<file path="config.mk">
export PLATFORM = sky130hd
export DESIGN_NAME = operand_load_ctrl_flat
export DESIGN_NICKNAME = d
export VERILOG_FILES = /design/src/rtl/operand_load_ctrl_if.sv /design/src/rtl/operand_load_ctrl.sv /design/src/flat_wrapper.sv
export SDC_FILE = /design/constraint.sdc
export NUM_CORES = 1
export LEC_CHECK = 0
export CELL_PAD_IN_SITES_DETAIL_PLACEMENT = 0
export CELL_PAD_IN_SITES_GLOBAL_PLACEMENT = 2
export CORE_UTILIZATION = 33
export CTS_CLUSTER_DIAMETER = 100
export DETAILED_ROUTE_END_ITERATION = 10
export GPL_TIMING_DRIVEN = 0
export MAX_ROUTING_LAYER = met4
export PLACE_DENSITY = 0.89
export SETUP_SLACK_MARGIN = 0.15
export SYNTH_ARGS = -nofsm -noshare
export SYNTH_HDL_FRONTEND = slang
export SYNTH_SLANG_ARGS = --single-unit
export TNS_END_PERCENT = 100
</file>
<file path="constraint.sdc">
create_clock -name clk_i -period 4.6 [get_ports clk_i]
set_clock_uncertainty 0.05 [all_clocks]
set_input_delay 0.46 -clock clk_i [delete_from_list [all_inputs] [get_ports clk_i]]
set_output_delay 0.46 -clock clk_i [all_outputs]
set_load 0.005 [all_outputs]
</file>
<file path="src/rtl/operand_load_ctrl_if.sv">
// ---------------------------------------------------------------------------
// operand_load_ctrl_if
//
// Bundles every non-clock signal of the operand load controller: the start
// and dimension controls, the bus-side row handshake, the operand-bank
// single-address port and the element stream toward the compute engine.
//
// Modports:
//   slave  - the controller itself (consumes start/rows/read data/ready,
//            produces row_ready, bank write/address, stream, busy, done)
//   master - the environment around the controller (bus, bank, engine)
// ---------------------------------------------------------------------------
interface operand_load_ctrl_if #(
   parameter int DATA_WIDTH = 32,
   parameter int BUS_WIDTH  = 64,
   parameter int ADDR_WIDTH = 32
);
   logic                  start_i;
   logic [ADDR_WIDTH-1:0] dim_i;
   logic                  row_valid_i;
   logic [BUS_WIDTH-1:0]  row_data_i;
   logic                  row_ready_o;
   logic                  mem_we_o;
   logic [ADDR_WIDTH-1:0] mem_addr_o;
   logic [DATA_WIDTH-1:0] mem_wdata_o;
   logic [DATA_WIDTH-1:0] mem_rdata_i;
   logic                  out_valid_o;
   logic [DATA_WIDTH-1:0] out_data_o;
   logic                  out_ready_i;
   logic                  busy_o;
   logic                  done_o;

   modport slave (
      input  start_i, dim_i, row_valid_i, row_data_i, mem_rdata_i, out_ready_i,
      output row_ready_o, mem_we_o, mem_addr_o, mem_wdata_o,
             out_valid_o, out_data_o, busy_o, done_o
   );

   modport master (
      output start_i, dim_i, row_valid_i, row_data_i, mem_rdata_i, out_ready_i,
      input  row_ready_o, mem_we_o, mem_addr_o, mem_wdata_o,
             out_valid_o, out_data_o, busy_o, done_o
   );
endinterface

</file>
<file path="src/rtl/operand_load_ctrl.sv">
// ---------------------------------------------------------------------------
// operand_load_ctrl
//
// Owns the single-address port of the operand bank. Accepts dim rows as
// packed BUS_WIDTH words, unpacks each into one element write per cycle,
// then streams the dim x dim operand back out row-major (bank read data is
// forwarded combinationally) and pulses done for one cycle.
//
// Ports:
//   clk_i   - clock
//   rst_ni  - asynchronous active-low reset
//   bus     - operand_load_ctrl_if.slave: start/dim, row handshake,
//             bank port, element stream, busy/done
//
// Configuration macro:
//   OPERAND_LOAD_CTRL_CLEAR_EN - when defined, every accepted start first
//   zeroes all MAX_DIM*MAX_DIM bank entries (CLEAR state) before loading.
// ---------------------------------------------------------------------------
module operand_load_ctrl #(
   parameter int DATA_WIDTH = 32,
   parameter int BUS_WIDTH  = 64,
   parameter int ADDR_WIDTH = 32
) (
   input  logic                clk_i,
   input  logic                rst_ni,
   operand_load_ctrl_if.slave  bus
);

   localparam int MAX_DIM   = BUS_WIDTH / DATA_WIDTH;
   localparam int NUM_ELEMS = MAX_DIM * MAX_DIM;

   localparam logic [ADDR_WIDTH-1:0] MAX_DIM_A = ADDR_WIDTH'(MAX_DIM);
`ifdef OPERAND_LOAD_CTRL_CLEAR_EN
   localparam logic [ADDR_WIDTH-1:0] LAST_ADDR = ADDR_WIDTH'(NUM_ELEMS - 1);
`endif

   typedef enum logic [2:0] {
      IDLE      = 3'd0,
`ifdef OPERAND_LOAD_CTRL_CLEAR_EN
      CLEAR     = 3'd1,
`endif
      LOAD_WAIT = 3'd2,
      LOAD_WR   = 3'd3,
      STREAM    = 3'd4,
      DONE      = 3'd5
   } state_t;

   state_t                state;
   logic [ADDR_WIDTH-1:0] dim;
   logic [ADDR_WIDTH-1:0] row;
   logic [ADDR_WIDTH-1:0] col;
   logic [BUS_WIDTH-1:0]  row_buf;

   // Registered copies of the outputs; each is loaded with the value the
   // next state needs, so every transition below also sets the outputs.
   logic                  row_ready;
   logic                  mem_we;
   logic [ADDR_WIDTH-1:0] mem_addr;
   logic [DATA_WIDTH-1:0] mem_wdata;
   logic                  out_valid;
   logic                  busy;
   logic                  done;

   // Out-of-range dimensions (0 or larger than a row word holds) saturate.
   logic [ADDR_WIDTH-1:0] dim_eff;
   assign dim_eff = (bus.dim_i == '0 || bus.dim_i > MAX_DIM_A) ? MAX_DIM_A : bus.dim_i;

   function automatic logic [ADDR_WIDTH-1:0] addr_of(input logic [ADDR_WIDTH-1:0] r,
                                                     input logic [ADDR_WIDTH-1:0] c);
      return r * MAX_DIM_A + c;
   endfunction

   // Element select written as a compare loop so every slice is constant.
   function automatic logic [DATA_WIDTH-1:0] elem(input logic [BUS_WIDTH-1:0]  word,
                                                  input logic [ADDR_WIDTH-1:0] idx);
      logic [DATA_WIDTH-1:0] e;
      e = '0;
      for (int j = 0; j < MAX_DIM; j++) begin
         if (idx == ADDR_WIDTH'(j)) e = word[j*DATA_WIDTH +: DATA_WIDTH];
      end
      return e;
   endfunction

   // NOTE: all state and output registers use non-blocking assignments so
   // every transition reads the pre-edge values of row/col/mem_addr.
   always_ff @(posedge clk_i or negedge rst_ni) begin
      if (!rst_ni) begin
         state     <= IDLE;
         dim       <= '0;
         row       <= '0;
         col       <= '0;
         // NOTE: the row buffer is a single register, not a memory array,
         // so clearing it on reset is cheap and keeps the state deterministic.
         row_buf   <= '0;
         row_ready <= 1'b0;
         mem_we    <= 1'b0;
         mem_addr  <= '0;
         mem_wdata <= '0;
         out_valid <= 1'b0;
         busy      <= 1'b0;
         done      <= 1'b0;
      end else begin
         done <= 1'b0;
         case (state)
            IDLE: begin
               if (bus.start_i) begin
                  dim  <= dim_eff;
                  row  <= '0;
                  col  <= '0;
                  busy <= 1'b1;
`ifdef OPERAND_LOAD_CTRL_CLEAR_EN
                  mem_we    <= 1'b1;
                  mem_addr  <= '0;
                  mem_wdata <= '0;
                  state     <= CLEAR;
`else
                  row_ready <= 1'b1;
                  state     <= LOAD_WAIT;
`endif
               end
            end

`ifdef OPERAND_LOAD_CTRL_CLEAR_EN
            CLEAR: begin
               // mem_addr doubles as the sweep counter; wdata is already 0.
               if (mem_addr == LAST_ADDR) begin
                  mem_we    <= 1'b0;
                  mem_addr  <= '0;
                  row_ready <= 1'b1;
                  state     <= LOAD_WAIT;
               end else begin
                  mem_addr <= mem_addr + 1'b1;
               end
            end
`endif

            LOAD_WAIT: begin
               // row_ready is high throughout this state.
               if (bus.row_valid_i) begin
                  row_buf   <= bus.row_data_i;
                  col       <= '0;
                  row_ready <= 1'b0;
                  mem_we    <= 1'b1;
                  mem_addr  <= addr_of(row, '0);
                  mem_wdata <= bus.row_data_i[DATA_WIDTH-1:0];
                  state     <= LOAD_WR;
               end
            end

            LOAD_WR: begin
               if (col == dim - 1'b1) begin
                  col       <= '0;
                  mem_we    <= 1'b0;
                  mem_wdata <= '0;
                  mem_addr  <= '0;
                  if (row != dim - 1'b1) begin
                     row       <= row + 1'b1;
                     row_ready <= 1'b1;
                     state     <= LOAD_WAIT;
                  end else begin
                     // First stream address is 0, already loaded above.
                     row       <= '0;
                     out_valid <= 1'b1;
                     state     <= STREAM;
                  end
               end else begin
                  col       <= col + 1'b1;
                  mem_addr  <= addr_of(row, col + 1'b1);
                  mem_wdata <= elem(row_buf, col + 1'b1);
               end
            end

            STREAM: begin
               // out_valid is high throughout this state; hold the address
               // (and hence the read data) until the engine accepts.
               if (bus.out_ready_i) begin
                  if (col == dim - 1'b1) begin
                     col <= '0;
                     if (row == dim - 1'b1) begin
                        row       <= '0;
                        out_valid <= 1'b0;
                        mem_addr  <= '0;
                        busy      <= 1'b0;
                        done      <= 1'b1;
                        state     <= DONE;
                     end else begin
                        row      <= row + 1'b1;
                        mem_addr <= addr_of(row + 1'b1, '0);
                     end
                  end else begin
                     col      <= col + 1'b1;
                     mem_addr <= addr_of(row, col + 1'b1);
                  end
               end
            end

            DONE: begin
               state <= IDLE;
            end

            default: begin
               state <= IDLE;
            end
         endcase
      end
   end

   assign bus.row_ready_o = row_ready;
   assign bus.mem_we_o    = mem_we;
   assign bus.mem_addr_o  = mem_addr;
   assign bus.mem_wdata_o = mem_wdata;
   assign bus.out_valid_o = out_valid;
   // Gated so the stream output reads 0 whenever no element is offered.
   assign bus.out_data_o  = out_valid ? bus.mem_rdata_i : '0;
   assign bus.busy_o      = busy;
   assign bus.done_o      = done;

endmodule

</file>
<file path="src/flat_wrapper.sv">
// flat-port wrapper written by rule: the top's interface ports become plain ports
module operand_load_ctrl_flat 
#(
   parameter int DATA_WIDTH = 32,
   parameter int BUS_WIDTH  = 64,
   parameter int ADDR_WIDTH = 32
)
  (clk_i, rst_ni, bus_start_i, bus_dim_i, bus_row_valid_i, bus_row_data_i, bus_mem_rdata_i, bus_out_ready_i, bus_row_ready_o, bus_mem_we_o, bus_mem_addr_o, bus_mem_wdata_o, bus_out_valid_o, bus_out_data_o, bus_busy_o, bus_done_o);
  operand_load_ctrl_if #(.DATA_WIDTH(DATA_WIDTH), .BUS_WIDTH(BUS_WIDTH), .ADDR_WIDTH(ADDR_WIDTH)) bus_i ();
  input  logic clk_i;
  input  logic rst_ni;
  input wire logic [$bits(bus_i.start_i)-1:0] bus_start_i;
  input wire logic [$bits(bus_i.dim_i)-1:0] bus_dim_i;
  input wire logic [$bits(bus_i.row_valid_i)-1:0] bus_row_valid_i;
  input wire logic [$bits(bus_i.row_data_i)-1:0] bus_row_data_i;
  input wire logic [$bits(bus_i.mem_rdata_i)-1:0] bus_mem_rdata_i;
  input wire logic [$bits(bus_i.out_ready_i)-1:0] bus_out_ready_i;
  output wire logic [$bits(bus_i.row_ready_o)-1:0] bus_row_ready_o;
  output wire logic [$bits(bus_i.mem_we_o)-1:0] bus_mem_we_o;
  output wire logic [$bits(bus_i.mem_addr_o)-1:0] bus_mem_addr_o;
  output wire logic [$bits(bus_i.mem_wdata_o)-1:0] bus_mem_wdata_o;
  output wire logic [$bits(bus_i.out_valid_o)-1:0] bus_out_valid_o;
  output wire logic [$bits(bus_i.out_data_o)-1:0] bus_out_data_o;
  output wire logic [$bits(bus_i.busy_o)-1:0] bus_busy_o;
  output wire logic [$bits(bus_i.done_o)-1:0] bus_done_o;
  assign bus_i.start_i = bus_start_i;
  assign bus_i.dim_i = bus_dim_i;
  assign bus_i.row_valid_i = bus_row_valid_i;
  assign bus_i.row_data_i = bus_row_data_i;
  assign bus_i.mem_rdata_i = bus_mem_rdata_i;
  assign bus_i.out_ready_i = bus_out_ready_i;
  assign bus_row_ready_o = bus_i.row_ready_o;
  assign bus_mem_we_o = bus_i.mem_we_o;
  assign bus_mem_addr_o = bus_i.mem_addr_o;
  assign bus_mem_wdata_o = bus_i.mem_wdata_o;
  assign bus_out_valid_o = bus_i.out_valid_o;
  assign bus_out_data_o = bus_i.out_data_o;
  assign bus_busy_o = bus_i.busy_o;
  assign bus_done_o = bus_i.done_o;
  operand_load_ctrl #(.DATA_WIDTH(DATA_WIDTH), .BUS_WIDTH(BUS_WIDTH), .ADDR_WIDTH(ADDR_WIDTH)) u_core (.clk_i(clk_i), .rst_ni(rst_ni), .bus(bus_i));
endmodule
</file>
=== Word-level counts from Yosys, hierarchy flattened ===
Index checks and enable logic that the tools add are counted.

* Order comparisons: 1
* Mux-type cells: 51
* Add/subtract/negate cells: 4
* Reductions and logical operators: 22
* Eq/ne operators: 15

{| class="wikitable"
|+ Operators with widths
! kind !! number
|-
| $mux W32 || 20
|-
| $pmux W32 S3 || 2
|-
| $pmux W32 S4 || 1
|-
| $add A32 B1 Y32 const B || 2
|-
| $eq A32 B32 Y1 || 2
|-
| $logic_not A32 Y1 || 2
|-
| $pmux W32 S2 || 1
|-
| $add A32 B32 Y32 || 1
|-
| $eq A32 B1 Y1 const B || 1
|-
| $gt A32 B2 Y1 const B || 1
|-
| $ne A32 B32 Y1 || 1
|-
| $sub A32 B1 Y32 const B || 1
|-
| $mux W3 || 7
|-
| $mux W1 || 15
|-
| $reduce_and A5 Y1 || 3
|-
| $pmux W3 S4 || 1
|-
| $reduce_and A6 Y1 || 2
|-
| $reduce_bool A3 Y1 || 3
|-
| $ne A2 B1 Y1 const B || 4
|-
| $ne A2 B2 Y1 const B || 4
|-
| $eq A3 B2 Y1 const B || 2
|-
| $pmux W1 S2 || 3
|-
| $reduce_and A2 Y1 || 3
|-
| $reduce_and A3 Y1 || 2
|-
| 7 further kinds || 9
|}

* Register bits after elaboration: 232
* Input port bits: 133
* Output and inout port bits: 101

=== Longest topological paths before layout ===
Gate-level depths: netlist of the first run.

* Depth in word-level cells: 6
* Gate-level depth with buffers: 19

=== Worst setup path after synthesis of the first run ===
Ideal clock, no wire load.

* Path type: reg-to-reg
* Start: register u_core.col[12]
* End: register u_core.mem_addr[30] (netlist: u_core.bus.mem_addr_o[30])
* Cell stages (with the launch flop): 20
* Buffers on the path: 3
* Slack: 0.506 ns
* Arrival: 3.966 ns
* Clock period less this slack: 4.094 ns
* Library setup time: 0.077 ns
* Required time: 4.473 ns
* Cell sequence: dfrtp_1 -> clkbuf_1 -> nand4_1 -> or2_2 -> clkbuf_1 -> or3_1 -> xor2_1 -> inv_1 -> ha_1 -> clkbuf_1 -> and3_1 -> and3_1 -> and2_1 -> a211oi_1 -> a211oi_1 -> a31oi_1 -> o21ai_0 -> xnor2_1 -> a21oi_1 -> a21oi_1

* Longest elaborated chain between the ends: 5
* Elaborated cells on any way between the ends: 7
* Classes of those cells: add/sub: 2; eq/ne: 1; mux: 4

{| class="wikitable"
|+ RTL lines
! what !! RTL line !! RTL
|-
| from (decl) || operand_load_ctrl.sv:51 || <nowiki>logic [ADDR_WIDTH-1:0] col;</nowiki>
|-
| from (signal assigned) || operand_load_ctrl.sv:167 || <nowiki>col <= col + 1'b1;</nowiki>
|-
| from (signal assigned) || operand_load_ctrl.sv:191 || <nowiki>col <= col + 1'b1;</nowiki>
|-
| $add A32 B1 Y32 || operand_load_ctrl.sv:168, operand_load_ctrl.sv:192 ||
|-
| $add A32 B32 Y32 || operand_load_ctrl.sv:70 || <nowiki>return r * MAX_DIM_A + c;</nowiki>
|-
| $mux W32 || operand_load_ctrl.sv:177 || <nowiki>if (col == dim - 1'b1) begin</nowiki>
|-
| $mux W32 || operand_load_ctrl.sv:176 || <nowiki>if (bus.out_ready_i) begin</nowiki>
|-
| $pmux W32 S3 * || operand_load_ctrl.sv:104 || <nowiki>case (state)</nowiki>
|-
| to (signal assigned) || operand_load_ctrl.sv:168 || <nowiki>mem_addr <= addr_of(row, col + 1'b1);</nowiki>
|-
| to (signal assigned) || operand_load_ctrl.sv:188 || <nowiki>mem_addr <= addr_of(row + 1'b1, '0);</nowiki>
|-
| to (signal assigned) || operand_load_ctrl.sv:192 || <nowiki>mem_addr <= addr_of(row, col + 1'b1);</nowiki>
|-
| to (decl) || operand_load_ctrl.sv:58 || <nowiki>logic [ADDR_WIDTH-1:0] mem_addr;</nowiki>
|}

Every way passes the cells marked *; elsewhere a longest branch is shown, timed or not. The select of a mux whose other input is x is not followed.
A chain may end at the register's enable or synchronous reset.

=== Worst setup path in the final report of the first run ===
* Start: register u_core.dim[0]
* End: register u_core.mem_addr[27] (netlist: u_core.bus.mem_addr_o[27])

* Longest elaborated chain between the ends: 6
* Elaborated cells on any way between the ends: 8
* Classes of those cells: add/sub: 1; eq/ne: 2; mux: 5

{| class="wikitable"
|+ RTL lines
! what !! RTL line !! RTL
|-
| from (decl) || operand_load_ctrl.sv:49 || <nowiki>logic [ADDR_WIDTH-1:0] dim;</nowiki>
|-
| from (signal assigned) || operand_load_ctrl.sv:107 || <nowiki>dim <= dim_eff;</nowiki>
|-
| $sub A32 B1 Y32 * || operand_load_ctrl.sv:151, operand_load_ctrl.sv:177, operand_load_ctrl.sv:179 ||
|-
| $eq A32 B32 Y1 || operand_load_ctrl.sv:179 || <nowiki>if (row == dim - 1'b1) begin</nowiki>
|-
| $mux W32 || operand_load_ctrl.sv:179 ||
|-
| $mux W32 || operand_load_ctrl.sv:177 ||
|-
| $mux W32 || operand_load_ctrl.sv:176 ||
|-
| $pmux W32 S3 * || operand_load_ctrl.sv:104 ||
|}

Marked as above.

==> impl_results.md, run 1 <==
- Clock root buffer: clkbuf_16
- Clock tree from TritonCTS: done
- Buffers on Ports: ~230
- Drt drc: 0
- WP data arrival: between 4 and 5 ns
- Drt pass-1 iters: 8
- Required @ worst endpoint: roughly 5.0 ns
- Run status: finished, final reports clean
- Mapped Cells: 2069
- Area of the multi-input gates: roughly 11000 um^2
- Critical Path Slowest Stage Cell: or4_4
- I/O Pins: 234
- Register area share after synthesis: a little over a third
- Final Cycle Share: a little over nine tenths
- Post-layout net count: between 2000 and 3000
- Number of synthesized register bits: roughly 230
- # rows: 81
- Clk sinks: about 230
- Setup-failing EPs final: 0
- Mapped Avg Cell Area: 8.04 um^2
- EDFF count, synth: 0
- Vias: approximately 18000
- Vias in the first global route: between 15000 and 20000
- Register area: between 5000 and 6000 um^2
- Filler cells: 4892
- Gr usage total: slightly below 30%
- Clk buf depth: 3
- Max cap viols: 0
- Crit path buf inv count: 7
- Fin Hold WS: 0.317 ns
- FMAX: ~230 MHz
- Die Wd: roughly 230 um
- Clock latency on the worst-skew pair: approximately 0.62 ns
- Inserted Clock Buffers: 30
- H-tree Lvls: 1
- Synth cell types: between 90 and 100
- DRT Wirelength: between 70 and 80 mm
- Post-DP HPWL: 55.9 mm
- Per-cell routed wire length: about 24 um
- Largest net degree at the start of global routing: slightly below 100
- Crit Path Category: reg -> reg
- Primary FF master, synth: dfrtp_1
- Warnings, synthesis: 0
- Peak VDD IR: ~0.31 mV
- Non-filler instance count after layout: just over 3000
- Critical path cell sequence: buf_6 > or4_4 > buf_6 > nor4_4 > buf_4 > buf_6 > buf_4 > mux2i_2 > or3b_4 > nand4b_1 > or4_4 > and3_4 > buf_6 > buf_12 > a222oi_1 > o21ai_1
- RSZ-0062 raised after global routing: true
- Gpl congestion: 0.992
- Number of DRC markers in iteration 0: between 1500 and 2000
- Antenna violations before repair: 4
- LEAKAGE: ~9.6 nW
- Starting density of the core: roughly a third
- Die area: slightly above 50000 um^2
- Final hold vios: 0
- Largest stage delay, worst path: 0.56 ns
- Core area: between 40000 and 50000 um^2
- Final core occ: roughly 46%
- Antenna viol nets, final: 0
- Cell area after synthesis: 16600 um^2
- Die Y: 227 um
- First-pass GRT wire length: ~110 mm
- Share of layout cells above drive strength 1: between 10% and 20%
- Class of the worst hold path: in -> reg
- Relative slew slack: roughly a fifth
- Syn nets: 2237
- Crit path max fanout: 10
- PwrDens: around 250 nW/um^2
- Clock-pin slew on the worst setup and hold paths: roughly 0.06 ns
- Grt total ovfl: 0
- Final Max Tran Viols: 0
- Endpoint class of the critical path: flop
- Slew @ Worst Pin: 1.21 ns
- DR vias/cell: between 5 and 6
- Tmin final: around 4.4 ns
- Synth-to-Final Area Change: 35.0%
- Crit path top cell by count: buf_6
- Placed insts: approximately 3000
- CP startpoint kind: flop
- Fraction of registers with async set/reset: 100%
- Family with the most delay on the worst path: simple AND/OR/NAND/NOR gates
[cells in the final DEF (no fill, tap or decap), types with 30 or more instances in the layout]
cell type | synthesis | final
nand2_1 | 349 | 348
clkdlybuf4s50_1 | 0 | 232
dfrtp_1 | 232 | 230
o21ai_0 | 134 | 122
nor2_1 | 122 | 118
clkbuf_1 | 137 | 90
xnor2_1 | 89 | 87
a22oi_1 | 80 | 79
a21oi_1 | 80 | 78
buf_4 | 1 | 75
nand3_1 | 64 | 58
and2_1 | 49 | 49
inv_1 | 51 | 48
nor3_1 | 56 | 47
nand4_1 | 42 | 42
xor2_1 | 48 | 41
a21o_1 | 32 | 32
nor2b_1 | 32 | 32
ha_1 | 34 | 30
clkbuf_16 | 0 | 30
[area by class of cell]
class / instances / share of cell area, %
diodes: 4 / 0.0445
plain buffers: 168 / 3.95
clock buffers: 41 / 3.97
clock inverters: 14 / 0.690
inverters: 51 / 0.869
multi-input cells: 1616 / 47.5
flip-flops and latches: 232 / 25.8
well taps: 664 / 3.70
repair buffers: 312 / 13.4
[flip-flops by register name, summed over array words and instances (netlist names)]
| name | cells |
|---|---|
| u_core.row | 32 |
| u_core.bus.row_ready_o | 1 |
| u_core.bus.mem_wdata_o | 32 |
| u_core.bus.done_o | 1 |
| u_core.bus.mem_addr_o | 32 |
| u_core.bus.mem_we_o | 1 |
| u_core.bus.busy_o | 1 |
| u_core.dim | 32 |
| u_core.bus.out_valid_o | 1 |
| u_core.col | 32 |
| u_core.row_buf | 64 |
| u_core.state | 3 |
[cells in the mapped netlist (all sizes together) (7+ instances only)]
library cell	number	area share (%)
a2111oi	8	0.57
a211oi	8	0.36
a21o	32	1.4
a21oi	80	2.4
a222oi	7	0.42
a22o	18	0.95
a22oi	80	3.6
a31oi	30	1.1
and2	50	1.9
and3	30	1.1
and4	8	0.42
buf	33	1.1
clkbuf	137	3.1
dfrtp	232	35
ha	34	2.6
inv	51	1.2
mux2i	8	0.48
nand2	349	7.9
nand2b	27	1.0
nand3	66	2.0
nand4	42	1.6
nor2	122	2.8
nor2b	32	1.2
nor3	62	2.1
nor4	44	2.1
o2111ai	8	0.42
o211ai	13	0.59
o21ai	141	4.2
o2bb2ai	7	0.37
o31ai	22	0.99
or2	11	0.41
or3	18	0.71
or4	16	0.74
xnor2	89	4.7
xor2	48	2.5
[worst min-delay path, stage by stage]
cell and delay (ns):
clkdlybuf4s50_1 0.39, nand2_1 0.05, nand2_1 0.04
[repair_timing]
item,CTS,global route
buffers inserted,40,34
pin swaps,24,34
endpoints found under the hold margin,54,0
hold buffers,1,0
setup endpoints to repair,136,128
cloned,0,1
resized for setup,128,161
[report_power, final]
group	total, mW	internal, mW	switching [mW]
clock	2.49	1.47	1.02
combinational	1.00	0.450	0.550
sequential	2.18	2.11	0.0683
[final timing paths]
path,from,depth (start not counted),slack [ns],to
min in group asynchronous,rst_ni,2,0.36,u_core.dim[21]
hold / removal,bus_row_data_i[39],3,0.32,u_core.row_buf[39]
setup / recovery,u_core.dim[0],16,0.17,u_core.bus.mem_addr_o[27]
setup reg to reg,u_core.dim[0],16,0.17,u_core.bus.mem_addr_o[27]
hold reg to reg,u_core.row_buf[52],2,0.43,u_core.row_buf[52]
max in group asynchronous,rst_ni,3,3.23,u_core.bus.mem_wdata_o[3]
[through the flow]
step                      instance area (um^2)  setup TNS, ns  total power, mW  setup WS (ns)
final                                    22500              0             5.67          0.170
after global routing                     22500              0             5.86         0.0591
after CTS                                21700              0             5.66         0.0538
after detailed placement                 19900        -207.48             3.12          -1.93
after global placement                   19800       -2020.85             3.11          -7.82
after floorplan                          16600              0             2.65          0.506
[kinds of logic after synthesis]
kind of cell,synth area share (%)
XOR/XNOR,7.49
flip-flops,34.9
buffers and inverters,5.35
AND/OR/NAND/NOR,27.4
multiplexers,0.549
AO/OA/AOI/OAI,21.7
adder cells (fa/ha/maj),2.68
[per-layer routing]
layer	GRT usage, %	part of all wire (%)	vias to the layer above
met2	46.0	46	780
met1	37.9	43	8791
li1	-	-	8132
met5	-	0	-
met3	5.59	7.6	129
met4	8.70	3.2	0
Note: power is estimated with default switching activity, not from simulation.
==> run 2, diff against run 1 <==
--- a/config.mk
+++ b/config.mk
@@ -5,14 +5,14 @@
 export SDC_FILE = /design/constraint.sdc
 export NUM_CORES = 1
 export LEC_CHECK = 0
-export CELL_PAD_IN_SITES_DETAIL_PLACEMENT = 0
-export CELL_PAD_IN_SITES_GLOBAL_PLACEMENT = 2
-export CORE_UTILIZATION = 33
+export CELL_PAD_IN_SITES_DETAIL_PLACEMENT = 1
+export CELL_PAD_IN_SITES_GLOBAL_PLACEMENT = 1
+export CORE_UTILIZATION = 42
 export CTS_CLUSTER_DIAMETER = 100
 export DETAILED_ROUTE_END_ITERATION = 10
 export GPL_TIMING_DRIVEN = 0
 export MAX_ROUTING_LAYER = met4
-export PLACE_DENSITY = 0.89
+export PLACE_DENSITY = 0.9
 export SETUP_SLACK_MARGIN = 0.15
 export SYNTH_ARGS = -nofsm -noshare
 export SYNTH_HDL_FRONTEND = slang
==> constraint.sdc (replaced) <==
create_clock -name clk_i -period 4.65 [get_ports clk_i]
set_clock_uncertainty 0.05 [all_clocks]
set_input_delay 0.465 -clock clk_i [delete_from_list [all_inputs] [get_ports clk_i]]
set_output_delay 0.465 -clock clk_i [all_outputs]
set_load 0.005 [all_outputs]
==> impl_results.md, run 2 (same netlist as run 1, synthesis figures left out) <==
- Run status: finished, final reports clean (unchanged)
- Post-DP Area: 19700 um^2 (was 19900 um^2)
- Crit path max fanout: 10 (unchanged)
- Class of the worst hold path: in -> async (was in -> reg)
- GR peak layer: met2 (unchanged)
- Net Sw Power: 1.69 mW (was 1.64 mW)
- Largest net degree at the start of global routing: 114 (was 97)
- DRT Wirelength: 81.6 mm (was 74.2 mm)
- First-pass GRT wire length: 122 mm (was 109 mm)
- Relative slew slack: 29.2% (was 18.9%)
- Share of layout cells above drive strength 1: 13.4% (was 14.1%)
- LEAKAGE: 9.49 nW (was 9.55 nW)
- Clock root buffer: clkbuf_16 (unchanged)
- Seq pwr share: 37.5% (was 38.4%)
- R2R cell count: 14 (was 16)
- Post-DP HPWL: 60.4 mm (was 55.9 mm)
- Most frequent cells in the layout: nand2_1 (347), clkdlybuf4s50_1 (232), dfrtp_1 (230) (was nand2_1 (348), clkdlybuf4s50_1 (232), dfrtp_1 (230))
- Die Y: 201 um (was 227 um)
- Vias in the first global route: 19485 (was 17145)
- Total chip power: 5.73 mW (was 5.67 mW)
- Final Max Tran Viols: 0 (unchanged)
- Post-Layout Inst Area: 22200 um^2 (was 22500 um^2)
- Clock-pin slew on the worst setup and hold paths: 0.06 ns (about the same)
- Post-layout net count: 2574 (was 2579)
- Final Cycle Share: 96.7% (was 96.3%)
- Gpl congestion: 0.988 (was 0.992)
- Inserted Clock Buffers: 29 (was 30)
- Tmin final: 4.50 ns (was 4.43 ns)
- Gr usage total: 40.7% (was 29.2%)
- Core area: 38800 um^2 (was 49400 um^2)
- Endpoint class of the critical path: flop (unchanged)
- CP startpoint kind: flop (unchanged)
- I/O Pins: 234 (unchanged)
- Clock tree from TritonCTS: done (unchanged)
- Met1 usage in global routing: 50.3% (was 37.9%)
- Top reg by flops: u_core.row_buf (unchanged)
- Die Wd: 201 um (was 227 um)
- Buffers on Ports: 233 (unchanged)
- Final core occ: 57.3% (was 45.5%)
- Filler cells: 4545 (was 4892)
- Combinational Power Share: 17.4% (was 17.7%)
- Drt pass-1 iters: 6 (was 8)
- Internal power: 4.05 mW (was 4.03 mW)
- H-tree Lvls: 1 (unchanged)
- Final hold vios: 0 (unchanged)
- PwrDens: 258 nW/um^2 (was 252 nW/um^2)
- Setup-failing EPs final: 0 (unchanged)
- DR vias/cell: 6.34 (was 5.75)
- Antenna violations before repair: 0 (was 4)
- Sw Ratio: 29.4% (was 28.9%)
- Slew @ Worst Pin: 1.05 ns (was 1.21 ns)
- Antenna viol nets, final: 0 (unchanged)
- RSZ-0062 raised after global routing: true (unchanged)
- WP data arrival: 4.96 ns (was 4.81 ns)
- Clock share of power: 45.1% (was 43.9%)
- Max cap viols: 0 (unchanged)
- Drt drc: 0 (unchanged)
- Clock latency on the worst-skew pair: 0.62 ns (about the same)
- Peak VDD IR: 0.297 mV (was 0.315 mV)
- Met2 Use GR: 66.3% (was 46.0%)
- Fin Hold WS: 0.300 ns (was 0.317 ns)
- Die area: 40400 um^2 (was 51300 um^2)
- Starting density of the core: 42.9% (was 33.7%)
- Required @ worst endpoint: 5.12 ns (was 4.98 ns)
- Clk buf depth: 3 (unchanged)
- Most common cell after layout, fill and taps aside: nand2_1 (unchanged)
- Clk sinks: 232 (unchanged)
- Non-filler instance count after layout: 2947 (was 3102)
- Placed insts: 2824 (was 2969)
- GR Util met3: 6.57% (was 5.59%)
- Number of DRC markers in iteration 0: 1729 (was 1926)
- Crit Path Category: reg -> reg (unchanged)
- Per-cell routed wire length: 27.7 um (was 23.9 um)
- Vias: 18686 (was 17832)
- Max reg flops: 64 (unchanged)
- Grt total ovfl: 0 (unchanged)
- FMAX: 222 MHz (was 226 MHz)
- Inserted Diodes: 0 (was 4)
- Synth-to-Final Area Change: 33.7% (was 35.0%)
- # rows: 72 (was 81)
[run 2: metal layers]
layer | vias to the layer above | part of all wire (%)
li1 | 8113 | -
met1 | 9432 | 40
met2 | 937 | 48
met3 | 204 | 8.0
met4 | 0 | 4.5
met5 | - | 0
[run 2: final cells by class]
| class | count | area, um^2 | area share, % |
|---|---|---|---|
| Buffer | 169 | 881 | 3.96 |
| Clock buffer | 37 | 816 | 3.67 |
| Clock inverter | 17 | 239 | 1.07 |
| Inverter | 51 | 191 | 0.861 |
| Multi-Input combinational cell | 1616 | 10600 | 47.8 |
| Sequential cell | 232 | 5810 | 26.1 |
| Tap cell | 518 | 648 | 2.91 |
| Timing Repair Buffer | 307 | 3020 | 13.6 |
[run 2: worst paths after layout]
check	slack (ns)	start	endpoint
min in group clk_i	0.34	bus_row_data_i[55]	u_core.row_buf[55]
min reg2reg	0.43	u_core.row_buf[27]	u_core.row_buf[27]
max in group asynchronous	3.28	rst_ni	u_core.bus.mem_wdata_o[2]
max reg2reg	0.15	u_core.dim[2]	u_core.bus.mem_addr_o[26]
max	0.15	u_core.dim[2]	u_core.bus.mem_addr_o[26]
min	0.30	rst_ni	u_core.dim[24]
[run 2: per-stage QoR]
| step | worst slack [ns] | TNS [ns] |
|---|---|---|
| after detailed placement | -2.25 | -229.93 |
| after CTS | 0.153 | 0 |
| after global routing | 0.0716 | 0 |
| after floorplan | 0.556 | 0 |
| final | 0.152 | 0 |
| after global placement | -7.42 | -1948.78 |
[run 2: timing repair]
item,in CTS,in global routing
gates cloned,1,2
hold buffers,1,0
pin swaps,28,25
endpoints found under the setup margin,136,132
resized for setup,144,107
endpoints found under the hold margin,39,0
buffers inserted,41,25
[run 2: power by group through the flow]
stage	registers [mW]	logic (mW)	clock network, mW
after floorplan	2.16	0.458	0
after global placement	2.18	0.876	0
after detailed placement	2.18	0.904	0
after CTS	2.14	0.944	2.57
after global routing	2.15	1.05	2.64
final	2.15	0.999	2.58
[run 2: critical path, cell delays in order (launching register included)]
cell and delay [ns]:
dfrtp_1 0.38, buf_6 0.14, buf_4 0.13, nor3_1 0.73, nor3b_1 0.13, a2111oi_2 0.54
o2111ai_1 0.23, or4_1 0.54, nor4b_4 0.23, buf_4 0.22, nand4_1 0.25, nor2_4 0.27
buf_6 0.23, a31oi_1 0.14, a21oi_1 0.18
